===== config.mk =====
export PLATFORM = sky130hd
export DESIGN_NAME = updn_mod_counter
export DESIGN_NICKNAME = d
export VERILOG_FILES = /design/src/rtl/updn_counter_pkg.sv /design/src/rtl/updn_next.sv /design/src/rtl/updn_mod_counter.sv
export SDC_FILE = /design/constraint.sdc
export NUM_CORES = 1
export LEC_CHECK = 0
export ABC_AREA = 1
export BUFFER_PORTS_ARGS = -buffer_cell sky130_fd_sc_hd__buf_2
export CORE_MARGIN = 1
export CORE_UTILIZATION = 40
export CTS_CLUSTER_DIAMETER = 120
export DETAILED_ROUTE_END_ITERATION = 16
export GPL_ROUTABILITY_DRIVEN = 0
export SKIP_CTS_REPAIR_TIMING = 1
export SLEW_MARGIN = 20
export SYNTH_ARGS = -nofsm -noshare
export SYNTH_HDL_FRONTEND = slang
export SYNTH_SLANG_ARGS = --single-unit

===== constraint.sdc =====
create_clock -name clk -period 2.47 [get_ports clk]
set_input_delay 0.494 -clock clk [delete_from_list [all_inputs] [get_ports clk]]
set_output_delay 0.494 -clock clk [all_outputs]
set_load 0.02 [all_outputs]

===== src/rtl/updn_counter_pkg.sv =====
// Shared encodings for the up/down modulo counter: boundary modes and FSM states.
// Constants only; no logic, no latency.
package updn_counter_pkg;

    typedef enum logic [1:0] {
        MODE_WRAP    = 2'b00,
        MODE_SAT     = 2'b01,
        MODE_ONESHOT = 2'b10,
        MODE_RSVD    = 2'b11
    } mode_e;

    typedef enum logic {
        ST_RUN  = 1'b0,
        ST_HALT = 1'b1
    } state_e;

endpackage


===== src/rtl/updn_next.sv =====
// Next-count and terminal-event logic for updn_mod_counter.
// Purely combinational, zero latency; no flow control.
module updn_next
    import updn_counter_pkg::*;
#(
    parameter int              WIDTH = 16,
    parameter logic [WIDTH-1:0] MAX  = {WIDTH{1'b1}}
) (
    input  logic [WIDTH-1:0] i_cnt,
    input  logic             i_en,
    input  logic             i_s,
    input  logic [1:0]       i_mode,
    output logic [WIDTH-1:0] o_nxt,
    output logic             o_term
);

    logic w_at_max;
    logic w_at_zero;
    logic w_wrap;

    assign w_at_max  = (i_cnt == MAX);
    assign w_at_zero = (i_cnt == '0);
    // The reserved encoding behaves exactly like WRAP.
    assign w_wrap    = (i_mode == MODE_WRAP) || (i_mode == MODE_RSVD);
    assign o_term    = i_en & ((i_s & w_at_max) | (~i_s & w_at_zero));

    always_comb begin
        o_nxt = i_cnt;
        if (i_s) begin
            if (w_at_max) o_nxt = w_wrap ? '0 : MAX;
            else          o_nxt = i_cnt + WIDTH'(1);
        end else begin
            if (w_at_zero) o_nxt = w_wrap ? MAX : '0;
            else           o_nxt = i_cnt - WIDTH'(1);
        end
    end

endmodule


===== src/rtl/updn_mod_counter.sv =====
// Loadable up/down modulo counter with wrap/saturate/one-shot modes and sticky overflow.
// cnt/ovf update one edge after inputs; Rc is combinational for cascading; no backpressure.
module updn_mod_counter
    import updn_counter_pkg::*;
#(
    parameter int              WIDTH = 16,
    parameter logic [WIDTH-1:0] MAX  = {WIDTH{1'b1}}
) (
    input  logic             clk,
    input  logic             rst,
    input  logic             en,
    input  logic             s,
    input  logic             ld,
    input  logic [WIDTH-1:0] din,
    input  logic [1:0]       mode,
    input  logic             clr_ovf,
    output logic [WIDTH-1:0] cnt,
    output logic             Rc,
    output logic             ovf,
    output logic             busy
);

    state_e           r_state;
    logic [WIDTH-1:0] r_cnt;
    logic             r_ovf;
    logic [WIDTH-1:0] w_nxt;
    logic [WIDTH-1:0] w_ld_val;
    logic             w_term;
    logic             w_run;

    updn_next #(
        .WIDTH (WIDTH),
        .MAX   (MAX)
    ) u_next (
        .i_cnt  (r_cnt),
        .i_en   (en),
        .i_s    (s),
        .i_mode (mode),
        .o_nxt  (w_nxt),
        .o_term (w_term)
    );

    assign w_run    = (r_state == ST_RUN);
    // Loads are clamped so the count can never leave 0..MAX.
    assign w_ld_val = (din > MAX) ? MAX : din;

    assign Rc   = w_term & ~ld & w_run;
    assign cnt  = r_cnt;
    assign ovf  = r_ovf;
    assign busy = w_run;

    always_ff @(posedge clk or posedge rst) begin
        if (rst) begin
            r_cnt   <= '0;
            r_ovf   <= 1'b0;
            r_state <= ST_RUN;
        end else begin
            if (w_term)       r_ovf <= 1'b1;
            else if (clr_ovf) r_ovf <= 1'b0;

            if (ld) begin
                r_cnt   <= w_ld_val;
                r_state <= ST_RUN;
            end else if (!w_run) begin
                if (mode != MODE_ONESHOT) r_state <= ST_RUN;
            end else if (en) begin
                r_cnt <= w_nxt;
                if (w_term && (mode == MODE_ONESHOT)) r_state <= ST_HALT;
            end
        end
    end

endmodule


==> results of run 1 <==
[synthesized netlist by cell type, drive strengths merged, types with 3 or more instances]
cell      n
buf      12
clkbuf    3
dfrtp    18
ha        4
inv      33
nand2   123
nand3    37
nand4     4
nor2     75
o21ai    11
xor2     11
[placed cells by master (no fill, tap or decap)]
| master | netlist | routed |
|---|---|---|
| xor2_1 | 11 | 11 |
| o21ai_1 | 1 | 1 |
| nand4_2 | 1 | 1 |
| dfrtp_2 | 0 | 1 |
| nor3_1 | 2 | 2 |
| nand2_2 | 4 | 4 |
| nor2_4 | 1 | 1 |
| buf_2 | 5 | 42 |
| nand3b_1 | 1 | 1 |
| clkinv_1 | 1 | 1 |
| inv_2 | 5 | 5 |
| nand4_1 | 3 | 3 |
| and2_1 | 2 | 2 |
| nor2_1 | 70 | 68 |
| nand3_1 | 26 | 26 |
| clkbuf_8 | 0 | 4 |
| a21oi_1 | 2 | 1 |
| dfrtp_1 | 18 | 17 |
| o21ai_0 | 7 | 7 |
| ha_1 | 4 | 4 |
| nor2_2 | 4 | 6 |
| nand3_2 | 11 | 11 |
| a21oi_2 | 0 | 1 |
| nand2_1 | 119 | 119 |
| buf_4 | 2 | 3 |
| inv_1 | 28 | 28 |
| o21ai_2 | 3 | 3 |
[cell families after synthesis]
group,Yosys count,share of synthesized area [%]
simple gates,244,54.3
buf+inv,49,11.5
flops,18,22.8
compound gates,13,3.87
xor+xnor,11,4.88
fa+ha+maj,4,2.54
[metrics by stage]
stage | area, µm² | util (%) | setup WS [ps] | hold slack, ps
floorplan | 1970 | - | 380 | 433
global placement | 2190 | 46.3 | 395 | 517
detailed placement | 2190 | 46.3 | 387 | 540
CTS | 2240 | 47.4 | 76.5 | 382
global route | 2250 | 47.7 | 13.3 | 414
finish | 2250 | 47.7 | 166 | 348
[registers in the layout (all words and copies together), names as in the netlist]
signal,flops
cnt,16
ovf,1
r_state,1
[layer usage]
layer,vias to the layer above,global-route usage [%],routed length [µm]
met3,5,2.08,269
met2,61,35.0,2360
met1,933,32.9,2600
li1,1108,-,-
met5,-,0,0
met4,0,6.97,62
[cell type report]
| class | instances | area, µm² | share of cell area [%] |
|---|---|---|---|
| multi-input cells | 272 | 1300 | 57.8 |
| repair buffers | 45 | 233 | 10.3 |
| inverters | 34 | 128 | 5.66 |
| flip-flops and latches | 18 | 452 | 20.0 |
| clock buffers | 4 | 55.1 | 2.44 |
| well taps | 67 | 83.8 | 3.72 |
[power groups by stage]
stage               sequential, mW  combinational [mW]  clock, mW
finish                       0.418               0.441      0.267
global route                 0.428               0.505      0.283
CTS                          0.417               0.439      0.278
detailed placement           0.423               0.437          0
global placement             0.422               0.434          0
floorplan                    0.421               0.328          0
[worst paths after layout]
| check | cells after the start | end | slack (ps) |
|---|---|---|---|
| setup / recovery | 9 | Rc | 170 |
| hold / removal | 2 | cnt[7]$_DFFE_PP0P_ | 350 |
| setup reg to reg | 10 | cnt[0]$_DFFE_PP0P_ | 580 |
| hold reg to reg | 2 | cnt[15]$_DFFE_PP0P_ | 560 |
| max in group asynchronous | 2 | cnt[0]$_DFFE_PP0P_ | 1600 |
| min in group clk | 2 | ovf$_DFFE_PP0P_ | 400 |
==> flow_summary.ini, run 1 <==
[synth]
syn-instance-count = 339
yosysTopAreaCell = dfrtp_1
netlist_area_um2 = 1970
syn-num-nets = 367
synth_top_area_share_pct = 22.8
ys_seq_area_share_pct = 22.8
synthArstFlopShare_pct = 100
synth.distinct_cells = 27
ys_ff_latch = 18
yosys_most_used_dff = dfrtp_1
postSynthAreaPerCell_um2 = 5.82
yosysWarnings = 0
synth_edf_count = 0
synth_top_cells_by_area = dfrtp_1, nand2_1, nor2_1, nand3_1, nand3_2

[timing]
finalClockSkew_ps = 1.51
period_needed_ps = 2300
hold_violations = 0
slew_viol_final = 0
max_freq_mhz = 434
relSlewSlack_pct = 49.2
rsz0062_at_grt = no
tightest_slew_ps = 760
fin_setup_tns_ps = 0
final.period_utilization_pct = 93.3
setup_viol = 0

[final_layout]
fin_cells = 440
antenna_cells = 0
fill_cells = 521
synthToLayoutAreaGrowth_pct = 14.3
drive_gt1_share_pct = 22.0
final_nets = 402

[global_route]
overflow = 0
grt.total_usage_pct = 22.6
grt_max_degree = 31
grt_pass1_wl_mm = 9.15
grt_pass1_vias = 1928
antenna_found_initial = 0

[power]
total_power_mw = 1.13
ir_worst_vdd_uv = 243
powerDensity_nw_per_um2 = 500
p_switching_mw = 0.495
p_sw_share_pct = 44.0
comb_power_share_pct = 39.2
intPower_mw = 0.631
power.leakage_nw = 1.20
pwr-share-seq_pct = 37.1
power_frac_clock_pct = 23.7

[clocking]
clk-insertion-delay-late_ps = 270
root_buffer = clkbuf_8
cts_htree_levels = 1
clockBufferDepth = 2
cts.clk_slew.worst_paths_ps = 80
cts_buffers = 3
cts_sinks = 18
cts_tree = done

[run]
max_cap_violations = 0

[critical_path]
required_ps = 1980
worstPathMaxFanout = 5
crit_path_start = cnt[1]$_DFFE_PP0P_
endpoint_kind = output port
crit_chain = ha_1 > nand2_1 > nor2_2 > and2_1 > nand3_1 > nand2_1 > nand2_1 > nor2_1 > buf_2
crit_buf_inv = 1
max_stage_delay_ps = 410
worstPathArrival_ps = 1810
crit_type = flip-flop to output port
cp_common_cell = nand2_1
startpoint_type = flip-flop
worst_path_dominant_cell_family = simple AND/OR/NAND/NOR gates
reg2reg_from = cnt[8]$_DFFE_PP0P_
slowest_stage = dfrtp_1

[floorplan]
ioPinCount = 43
core_area_um2 = 4720
die_w_um = 72.2
die_y_um = 72.2
start_util_pct = 41.8
die_area_um2 = 5220
rows = 25

[detailed_routing]
avgViaCountPerCell = 4.79
postRouteWirelength_mm = 5.29
route.vias.total = 2107
drc = 0
first_iter_violations = 147
ant_nets = 0
dr.pass1.iters = 4
wire_per_inst_um = 12.0

[placement]
dp_cells = 435
io_buffers = 42
place_hpwl_mm = 4.00

[run_status]
status = completed

[hold_path]
hold_class = input port to asynchronous set/reset pin
No activity file was read; power rests on OpenSTA's default activity.
==> run 2, diff against run 1 <==
--- a/config.mk
+++ b/config.mk
@@ -7,7 +7,7 @@
 export LEC_CHECK = 0
 export ABC_AREA = 1
 export BUFFER_PORTS_ARGS = -buffer_cell sky130_fd_sc_hd__buf_2
-export CORE_MARGIN = 1
+export CORE_MARGIN = 2
 export CORE_UTILIZATION = 40
 export CTS_CLUSTER_DIAMETER = 120
 export DETAILED_ROUTE_END_ITERATION = 16
==> flow_summary.ini, run 2 (same netlist as run 1, synthesis figures left out) <==
[final_layout]
synthToLayoutAreaGrowth_pct = 14.5
layout_commonest_cell = nand2_1
final_nets = 403
most-common-layout-cells = nand2_1, nor2_1, buf_2, inv_1, nand3_1
drive_gt1_share_pct = 21.7
antenna_cells = 0
fill_cells = 536
fin_util_pct = 47.5
largest_reg_flops = 16

[placement]
place_ws_ps = 417
place_hpwl_mm = 3.93
io_buffers = 42

[detailed_routing]
first_iter_violations = 128
avgViaCountPerCell = 4.76
route.vias.total = 2097
wire_per_inst_um = 12.0
ant_nets = 0
drc = 0
dr.pass1.iters = 4
postRouteWirelength_mm = 5.29

[floorplan]
die_y_um = 74.2
die_w_um = 74.2
ioPinCount = 43
core_area_um2 = 4750
start_util_pct = 41.5
rows = 25
die_area_um2 = 5510

[clocking]
root_buffer = clkbuf_8
clk-insertion-delay-late_ps = 260
cts.clk_slew.worst_paths_ps = 80
clockBufferDepth = 2
cts_sinks = 18
cts_htree_levels = 1
cts_buffers = 3
cts_tree = done

[timing]
final.period_utilization_pct = 93.9
max_freq_mhz = 431
fin_hold_ws_ps = 347
setup_viol = 0
period_needed_ps = 2320
slew_viol_final = 0
hold_violations = 0
finalClockSkew_ps = 3.09
tightest_slew_ps = 738
timing.final.ws_setup_ps = 151
relSlewSlack_pct = 50.7

[global_route]
grt_pass1_wl_mm = 9.18
grt.total_usage_pct = 21.5
antenna_found_initial = 0
grt_max_degree = 31
grt_pass1_vias = 1968
overflow = 0

[power]
ir_worst_vdd_uv = 267
comb_power_share_pct = 39.6
p_sw_share_pct = 43.6
powerDensity_nw_per_um2 = 497
intPower_mw = 0.633
power_frac_clock_pct = 23.1
p_switching_mw = 0.488
pwr-share-seq_pct = 37.2
power.leakage_nw = 1.21

[run]
max_cap_violations = 0

[hold_path]
hold_class = input port to asynchronous set/reset pin

[critical_path]
required_ps = 1980
startpoint_type = flip-flop
reg2reg_from = cnt[12]$_DFFE_PP0P_
worstPathArrival_ps = 1820
crit_type = flip-flop to output port
endpoint_kind = output port
worst-r2r-cell-count = 10
worstPathMaxFanout = 8
rrSetupSlack_ps = 620
r2r_end = cnt[10]$_DFFE_PP0P_

[run_status]
status = completed
-- run 2: changes by cell type in the layout (fill, tap and decap cells not counted) --
cell / delta
nor2_2: -1
dfrtp_1: +1
dfrtp_2: -1
nor2_1: +1
buf_4: +1
-- run 2: power by group through the flow --
stage	logic, mW	clock network, mW	registers, mW
5_1_grt	0.515	0.279	0.429
3_3_place_gp	0.434	0	0.423
2_1_floorplan	0.328	0	0.421
6_report	0.445	0.259	0.417
4_1_cts	0.440	0.265	0.418
3_5_place_dp	0.437	0	0.424
-- run 2: per-layer routing --
| layer | GRT usage, % | vias to the layer above | wire (µm) |
|---|---|---|---|
| met2 | 35.2 | 58 | 2410 |
| met1 | 29.7 | 925 | 2510 |
| met3 | 3.12 | 6 | 305 |
| met5 | 0 | - | 0 |
| li1 | - | 1108 | - |
| met4 | 5.56 | 0 | 61 |
-- run 2: cell type report --
class / count / area, µm² / area share [%]
well taps: 67 / 83.8 / 3.71
clock buffers: 4 / 55.1 / 2.44
flip-flops and latches: 18 / 450 / 19.9
multi-input cells: 272 / 1300 / 57.6
inverters: 34 / 128 / 5.65
repair buffers: 46 / 240 / 10.6
-- run 2: worst max-delay path: stages (launching register included) --
cell	delay (ps)
dfrtp_1	480
nor2_1	330
nand2_1	110
nor2_2	120
nand2_1	80
nand2_2	90
nand2_1	80
nor2_1	100
buf_2	170
-- run 2: stage by stage --
| step | setup TNS, ps | total power, mW | area, µm² | std cells |
|---|---|---|---|---|
| 6_report | 0 | 1.12 | 2260 | 441 |
| 5_1_grt | -16.9 | 1.22 | 2260 | 441 |
| 4_1_cts | 0 | 1.12 | 2240 | 439 |
| 3_5_place_dp | 0 | 0.861 | 2190 | 435 |
| 3_3_place_gp | 0 | 0.857 | 2190 | 435 |
| 2_1_floorplan | 0 | 0.750 | 1970 | 339 |
-- run 2: worst max-delay path by stage --
stage / cells after the start / end / from / slack (ps)
2_1_floorplan: 8 / Rc / cnt[0]$_DFFE_PP0P_ / 380
3_3_place_gp: 9 / Rc / cnt[0]$_DFFE_PP0P_ / 470
3_5_place_dp: 9 / Rc / cnt[0]$_DFFE_PP0P_ / 420
4_1_cts: 9 / Rc / cnt[0]$_DFFE_PP0P_ / 110
5_1_grt: 9 / Rc / cnt[0]$_DFFE_PP0P_ / -20
6_report: 8 / Rc / cnt[12]$_DFFE_PP0P_ / 150
